`src/rtl/ps2_kbd_cmd_ctrl.sv`:
```
// PS/2 keyboard host command sequencer: runs the "Set LEDs" (0xED + LED byte)
// exchange with ACK/RESEND handling, timeouts and a bounded retry count.
module ps2_kbd_cmd_ctrl #(
    parameter logic [7:0] BASEADDR       = 8'hff,
    parameter int         TIMEOUT_CYCLES = 100000,
    parameter int         MAX_RETRY      = 3
) (
    input  logic       clk,
    input  logic       rst,
    input  logic [7:0] s_mst2slv_addr,
    input  logic       s_mst2slv_wr,
    input  logic       s_mst2slv_rd,
    input  logic [7:0] s_mst2slv_data,
    output logic [7:0] s_slv2mst_data,
    output logic [7:0] tx_data,
    output logic       tx_start,
    input  logic       tx_busy,
    input  logic       tx_done,
    input  logic       tx_err,
    input  logic [7:0] rx_data,
    input  logic       rx_valid,
    output logic       rx_consume,
    output logic       irq
);

    localparam int TW = $clog2(TIMEOUT_CYCLES + 1);
    localparam int RW = $clog2(MAX_RETRY + 2);

    localparam logic [7:0] CMD_SET_LEDS = 8'hED;
    localparam logic [7:0] KBD_ACK      = 8'hFA;
    localparam logic [7:0] KBD_RESEND   = 8'hFE;

    typedef enum logic [2:0] {
        IDLE,
        SEND_CMD,
        WAIT_TX1,
        WAIT_ACK1,
        SEND_LED,
        WAIT_TX2,
        WAIT_ACK2
    } state_t;

    state_t          state_q, state_d;
    logic [2:0]      req_q, req_d;
    logic [2:0]      cur_q, cur_d;
    logic [2:0]      led_q, led_d;
    logic            ie_q, ie_d;
    logic            done_q, done_d;
    logic            err_q, err_d;
    logic            pend_q, pend_d;
    logic [RW-1:0]   retry_q, retry_d;
    logic [TW-1:0]   timer_q, timer_d;

    logic [7:0] offset;
    logic       sel;
    logic       wr0;
    logic       wr1;
    logic       abort;
    logic       stclr;
    logic       led_wr;
    logic       busy;
    logic       timeout;
    logic       rx_ack;
    logic       rx_resend;
    logic       retry_req;
    state_t     retry_target;
    logic       unused_bits;

    // Two-register window: the offset from BASEADDR must be 0 or 1 (wraps mod 256).
    assign offset      = s_mst2slv_addr - BASEADDR;
    assign sel         = (offset[7:1] == 7'd0);
    assign wr0         = s_mst2slv_wr & sel & ~offset[0];
    assign wr1         = s_mst2slv_wr & sel & offset[0];
    assign abort       = wr0 & s_mst2slv_data[2];
    assign stclr       = wr0 & s_mst2slv_data[1];
    assign led_wr      = wr1 & ~abort;
    assign unused_bits = ^s_mst2slv_data[7:3];

    assign busy      = (state_q != IDLE);
    assign timeout   = (timer_q == TW'(TIMEOUT_CYCLES - 1));
    assign rx_ack    = rx_valid & (rx_data == KBD_ACK);
    assign rx_resend = rx_valid & (rx_data == KBD_RESEND);

    assign rx_consume = ((state_q == WAIT_ACK1) || (state_q == WAIT_ACK2)) &
                        (rx_ack | rx_resend);
    assign tx_start   = ~abort & ~tx_busy &
                        ((state_q == SEND_CMD) || (state_q == SEND_LED));
    assign irq        = ie_q & (done_q | err_q);

    always_comb begin
        tx_data = 8'h00;
        if (state_q == SEND_CMD) begin
            tx_data = CMD_SET_LEDS;
        end else if (state_q == SEND_LED) begin
            tx_data = {5'b00000, cur_q};
        end
    end

    always_comb begin
        s_slv2mst_data = 8'h00;
        if (s_mst2slv_rd && sel) begin
            if (offset[0]) begin
                s_slv2mst_data = {5'b00000, led_q};
            end else begin
                s_slv2mst_data = {busy, done_q, err_q, irq, pend_q, 2'b00, ie_q};
            end
        end
    end

    // Clears are applied before the FSM so a completion in the same cycle wins.
    always_comb begin
        state_d      = state_q;
        req_d        = req_q;
        cur_d        = cur_q;
        led_d        = led_q;
        ie_d         = ie_q;
        done_d       = done_q;
        err_d        = err_q;
        pend_d       = pend_q;
        retry_d      = retry_q;
        timer_d      = timer_q;
        retry_req    = 1'b0;
        retry_target = SEND_CMD;

        if (wr0) begin
            ie_d = s_mst2slv_data[0];
        end
        if (stclr || led_wr) begin
            done_d = 1'b0;
            err_d  = 1'b0;
        end
        if (led_wr) begin
            req_d = s_mst2slv_data[2:0];
        end

        if (abort) begin
            state_d = IDLE;
            pend_d  = 1'b0;
        end else begin
            if (led_wr && busy) begin
                pend_d = 1'b1;
            end
            case (state_q)
                IDLE: begin
                    retry_d = '0;
                    if (led_wr || pend_q) begin
                        state_d = SEND_CMD;
                        pend_d  = 1'b0;
                        cur_d   = led_wr ? s_mst2slv_data[2:0] : req_q;
                    end
                end
                SEND_CMD: begin
                    if (!tx_busy) begin
                        state_d = WAIT_TX1;
                        timer_d = '0;
                    end
                end
                WAIT_TX1: begin
                    timer_d = timer_q + 1'b1;
                    if (tx_done) begin
                        state_d = WAIT_ACK1;
                        timer_d = '0;
                    end else if (tx_err || timeout) begin
                        retry_req    = 1'b1;
                        retry_target = SEND_CMD;
                    end
                end
                WAIT_ACK1: begin
                    timer_d = timer_q + 1'b1;
                    if (rx_ack) begin
                        state_d = SEND_LED;
                    end else if (rx_resend || timeout) begin
                        retry_req    = 1'b1;
                        retry_target = SEND_CMD;
                    end
                end
                SEND_LED: begin
                    if (!tx_busy) begin
                        state_d = WAIT_TX2;
                        timer_d = '0;
                    end
                end
                WAIT_TX2: begin
                    timer_d = timer_q + 1'b1;
                    if (tx_done) begin
                        state_d = WAIT_ACK2;
                        timer_d = '0;
                    end else if (tx_err || timeout) begin
                        retry_req    = 1'b1;
                        retry_target = SEND_LED;
                    end
                end
                WAIT_ACK2: begin
                    timer_d = timer_q + 1'b1;
                    if (rx_ack) begin
                        led_d   = cur_q;
                        done_d  = 1'b1;
                        state_d = IDLE;
                    end else if (rx_resend || timeout) begin
                        retry_req    = 1'b1;
                        retry_target = SEND_LED;
                    end
                end
                default: begin
                    state_d = IDLE;
                end
            endcase

            // A resend within a phase only repeats that phase's byte.
            if (retry_req) begin
                if (retry_q < RW'(MAX_RETRY)) begin
                    retry_d = retry_q + 1'b1;
                    state_d = retry_target;
                end else begin
                    err_d   = 1'b1;
                    state_d = IDLE;
                end
            end
        end
    end

    always_ff @(posedge clk or posedge rst) begin
        if (rst) begin
            state_q <= IDLE;
            req_q   <= 3'b000;
            cur_q   <= 3'b000;
            led_q   <= 3'b000;
            ie_q    <= 1'b0;
            done_q  <= 1'b0;
            err_q   <= 1'b0;
            pend_q  <= 1'b0;
            retry_q <= '0;
            timer_q <= '0;
        end else begin
            state_q <= state_d;
            req_q   <= req_d;
            cur_q   <= cur_d;
            led_q   <= led_d;
            ie_q    <= ie_d;
            done_q  <= done_d;
            err_q   <= err_d;
            pend_q  <= pend_d;
            retry_q <= retry_d;
            timer_q <= timer_d;
        end
    end

endmodule

```
`config.mk`:
```
export PLATFORM = sky130hd
export DESIGN_NAME = ps2_kbd_cmd_ctrl
export DESIGN_NICKNAME = d
export VERILOG_FILES = /design/src/rtl/ps2_kbd_cmd_ctrl.sv
export SDC_FILE = /design/constraint.sdc
export NUM_CORES = 1
export LEC_CHECK = 0
export CORE_AREA = 4 4 74 76
export CTS_CLUSTER_SIZE = 14
export DETAILED_ROUTE_END_ITERATION = 16
export DIE_AREA = 0 0 78 80
export PLACE_DENSITY = 0.78
export SYNTH_ARGS = -nofsm -noshare
export SYNTH_HDL_FRONTEND = slang
export SYNTH_SLANG_ARGS = --single-unit
export TNS_END_PERCENT = 50
```
`constraint.sdc`:
```
create_clock -name clk -period 3.05 [get_ports clk]
set_clock_uncertainty 0.15 [all_clocks]
set_input_delay 0.61 -clock clk [delete_from_list [all_inputs] [get_ports clk]]
set_output_delay 0.61 -clock clk [all_outputs]
set_load 0.01 [all_outputs]
```
==> reports/qor.txt <==
Status - finished clean
Fin. max-slew vios - 0
Worst r2r src - timer_q[5]$_DFFE_PP0P_
Psw - 0.0006499 W
Total number of vias - 2151
Fin cells - 383
Initial antenna violation count - 0
Syn Nets - 290
CTS root buf - clkbuf_8
Final std cell area, no fill - 0.003148 mm^2
Most frequent cell after synthesis - dfrtp_1
Crit path DAT - 2.21 ns
R2r endpoint - retry_q[0]$_DFFE_PP0N_
Startpoint types - input pin
Max-Cap Viols - 0
I/O Pins - 51
Cells after DPL - 371
Worst IR Drop VDD - 0.0003600 V
Post-Syn Instances - 255
Cell at the slowest stage of the critical path - or4_4
Lkg Pwr - 1.386 nW
Seq pwr share - 32.3%
Die Wd - 78 um
WP data required - 2.29 ns
Worst hold path type - flip-flop to flip-flop
Die Span Y - 80 um
Mapped cell area - 0.002409 mm^2
Drt wl/cell - 14.75 um
Drt total wl - 5.651 mm
RSZ-0062 raised after global routing - no
Worst hold stages - 1
Yosys cell types - 61
Reg-to-reg setup timing slack - 0.69 ns
Final ANT Viol Nets - 0
Min Tclk post-route - 2.974 ns
Worst-path clk slew - 0.07 ns
Critical Path Max Stage Delay - 0.49 ns
Slew headroom - 66.55%
Clock share of power - 23.3%
Hold Buf Count CTS - 0
Initial drt markers - 107
CP dominant cell by count - buf_2
Most frequent cells after synthesis - 36 x dfrtp_1, 28 x o21ai_0, 19 x nor2_1
Port Buffer Count - 44
Gate power share - 44.4%
Setup Viol. Count Final - 0
Starting Density - 50.99%
CP Cell Sequence - buf_2, ha_4, or4_4, o31ai_4, o21a_4, buf_6, and3_4, nor4b_2, buf_2
Clock sinks - 36
Synth top area share - 37.40%
Detailed-route DRC error count - 0
CTS buffer count - 5
Final Hold Slack - 0.3437 ns
Hold_sp - req_q[0]$_DFF_PP0_
Layout cells sized above 1 - 25.95%
Syn. warnings - 0
First-pass GRT wire length - 9.908 mm
Max Fclk - 336.2 MHz
Row count - 25
Async S/R FF share, synth - 100.0%
Aggregate global routing overflow - 0
Die Footprint - 0.006240 mm^2
Clock Latency Late Sink - 0.29 ns
Sequential element share of the synthesized area - 37.40%
Post-synth EDFFs - 0
Vias in the first global route - 2122
Clk buf depth - 2
GP Congestion - 0.8162
Worst R2R Path Depth - 6
Layout area overhead - 30.70%
Core Area - 0.004723 mm^2
Critical path class - input pin to output port
Yosys top cell by area - dfrtp_1
Worst setup EP type - output port
P_int - 0.001158 W
Slew of the pin with the lowest slew margin - 0.4980 ns
Drt pass-1 iters - 4
Worst min-delay path endpoint - req_q[0]$_DFF_PP0_
CTS tree - built
Pin count of the biggest net entering global routing - 37
# fillers - 387
Synth Area per Inst - 9.445 um^2
Synth area leaders - dfrtp_1 37%, o21ai_0 5.8%, mux2_2 4.7%
Critical Path Fanout Max - 3
Net Sw Frac - 35.94%
Tot Pwr - 0.001808 W
Gr usage total - 19.75%
Nets - 350
Vias per cell - 5.616
Ant. Diodes - 0
Prevailing post-synth register cell - dfrtp_1
Post-DP HPWL - 4.124 mm
Flops & latches, synth - 36
Power per Cell Area - 574.4 mW/mm^2
Cell Area, Placed - 0.002999 mm^2
H-tree levels - 2
Final Hold Viols - 0
Period Utilization, post-route - 97.52%
state kept, by name, indices dropped and copies added, names as in the netlist:
| register | count |
|---|---|
| done_q | 1 |
| ie_q | 1 |
| state_q | 3 |
| retry_q | 3 |
| timer_q | 17 |
| pend_q | 1 |
| cur_q | 3 |
| req_q | 3 |
| led_q | 3 |
| err_q | 1 |
what timing repair did:
action	4_1_cts	5_1_grt
endpoints found under the hold margin	0	0
setup buffers	4	0
endpoints found under the setup margin	9	6
pin swaps	7	2
gates resized for setup	53	5
power by group through the flow:
stage / clock network [W] / registers (W) / logic (W)
floorplan: 0 / 0.000575 / 0.000539
global route: 0.000451 / 0.000592 / 0.000883
CTS: 0.000431 / 0.000582 / 0.000802
detailed placement: 0 / 0.000592 / 0.000798
global placement: 0 / 0.000588 / 0.000787
finish: 0.000421 / 0.000584 / 0.000803
cells by family (layout without fill, tap and decap cells):
logic type	count (synthesis)	count (layout)	share of synthesized area, %
DFF	36	36	37.40
AOI/OAI and AO/OA	67	67	18.60
and+or+nand+nor	102	102	27.01
muxes	17	17	8.208
other	1	1	0.1557
adders and majority gates	5	5	2.390
buffers and inverters	27	88	6.234
metrics by stage:
stage	utilization, %	setup WS, ns	TNS (ns)
4_1_cts	66.20	0.02917	0
2_1_floorplan	-	0.1808	0
5_1_grt	66.65	0.01066	0
3_5_place_dp	63.50	-0.7218	-8.743
3_3_place_gp	63.50	-0.6481	-6.346
6_report	66.65	0.07574	0
worst max-delay path, delay by kind of cell:
kind | cells | cell delay, ns
adders and majority gates | 1 | 0.24
buffers and inverters | 3 | 0.40
AOI/OAI and AO/OA | 2 | 0.25
and+or+nand+nor | 3 | 0.72
metal layers:
metal | routed length, um | GRT usage [%] | vias to the layer above
met5 | 0 | 0 | -
met2 | 2550 | 31.76 | 70
li1 | - | - | 1063
met3 | 378 | 4.853 | 6
met1 | 2642 | 25.53 | 1012
met4 | 79 | 7.867 | 0
layout by cell type, fill, tap and decap left out, types with 7 or more instances in the layout:
cell and count:
o31ai_1 12, and3_1 9, nand2_1 15, mux2_2 10
dfrtp_1 36, nand4_1 7, nand3_1 10, inv_1 13
o21ai_0 28, buf_4 20, buf_2 10, clkdlybuf4s50_1 28
nor2_1 17
how the worst max path moves through the flow:
| stage | from | to | slack, ns |
|---|---|---|---|
| 6_report | s_mst2slv_addr[1] | tx_start | 0.08 |
| 3_5_place_dp | s_mst2slv_addr[1] | s_slv2mst_data[2] | -0.72 |
| 2_1_floorplan | s_mst2slv_addr[0] | s_slv2mst_data[2] | 0.18 |
| 5_1_grt | s_mst2slv_addr[3] | tx_start | 0.01 |
| 4_1_cts | s_mst2slv_addr[1] | tx_start | 0.03 |
| 3_3_place_gp | s_mst2slv_addr[1] | s_slv2mst_data[2] | -0.65 |
cell type report:
type	instances	area, um^2	share of cell area (%)
sequential	36	900.9	28.62
multi-input combinational	192	1415	44.95
clock buffer	5	68.82	2.186
timing repair buffer	67	588.1	18.68
clock inverter	3	42.54	1.351
tap	67	83.83	2.663
inverter	13	48.80	1.550
Power figures use the tool's default switching activity.
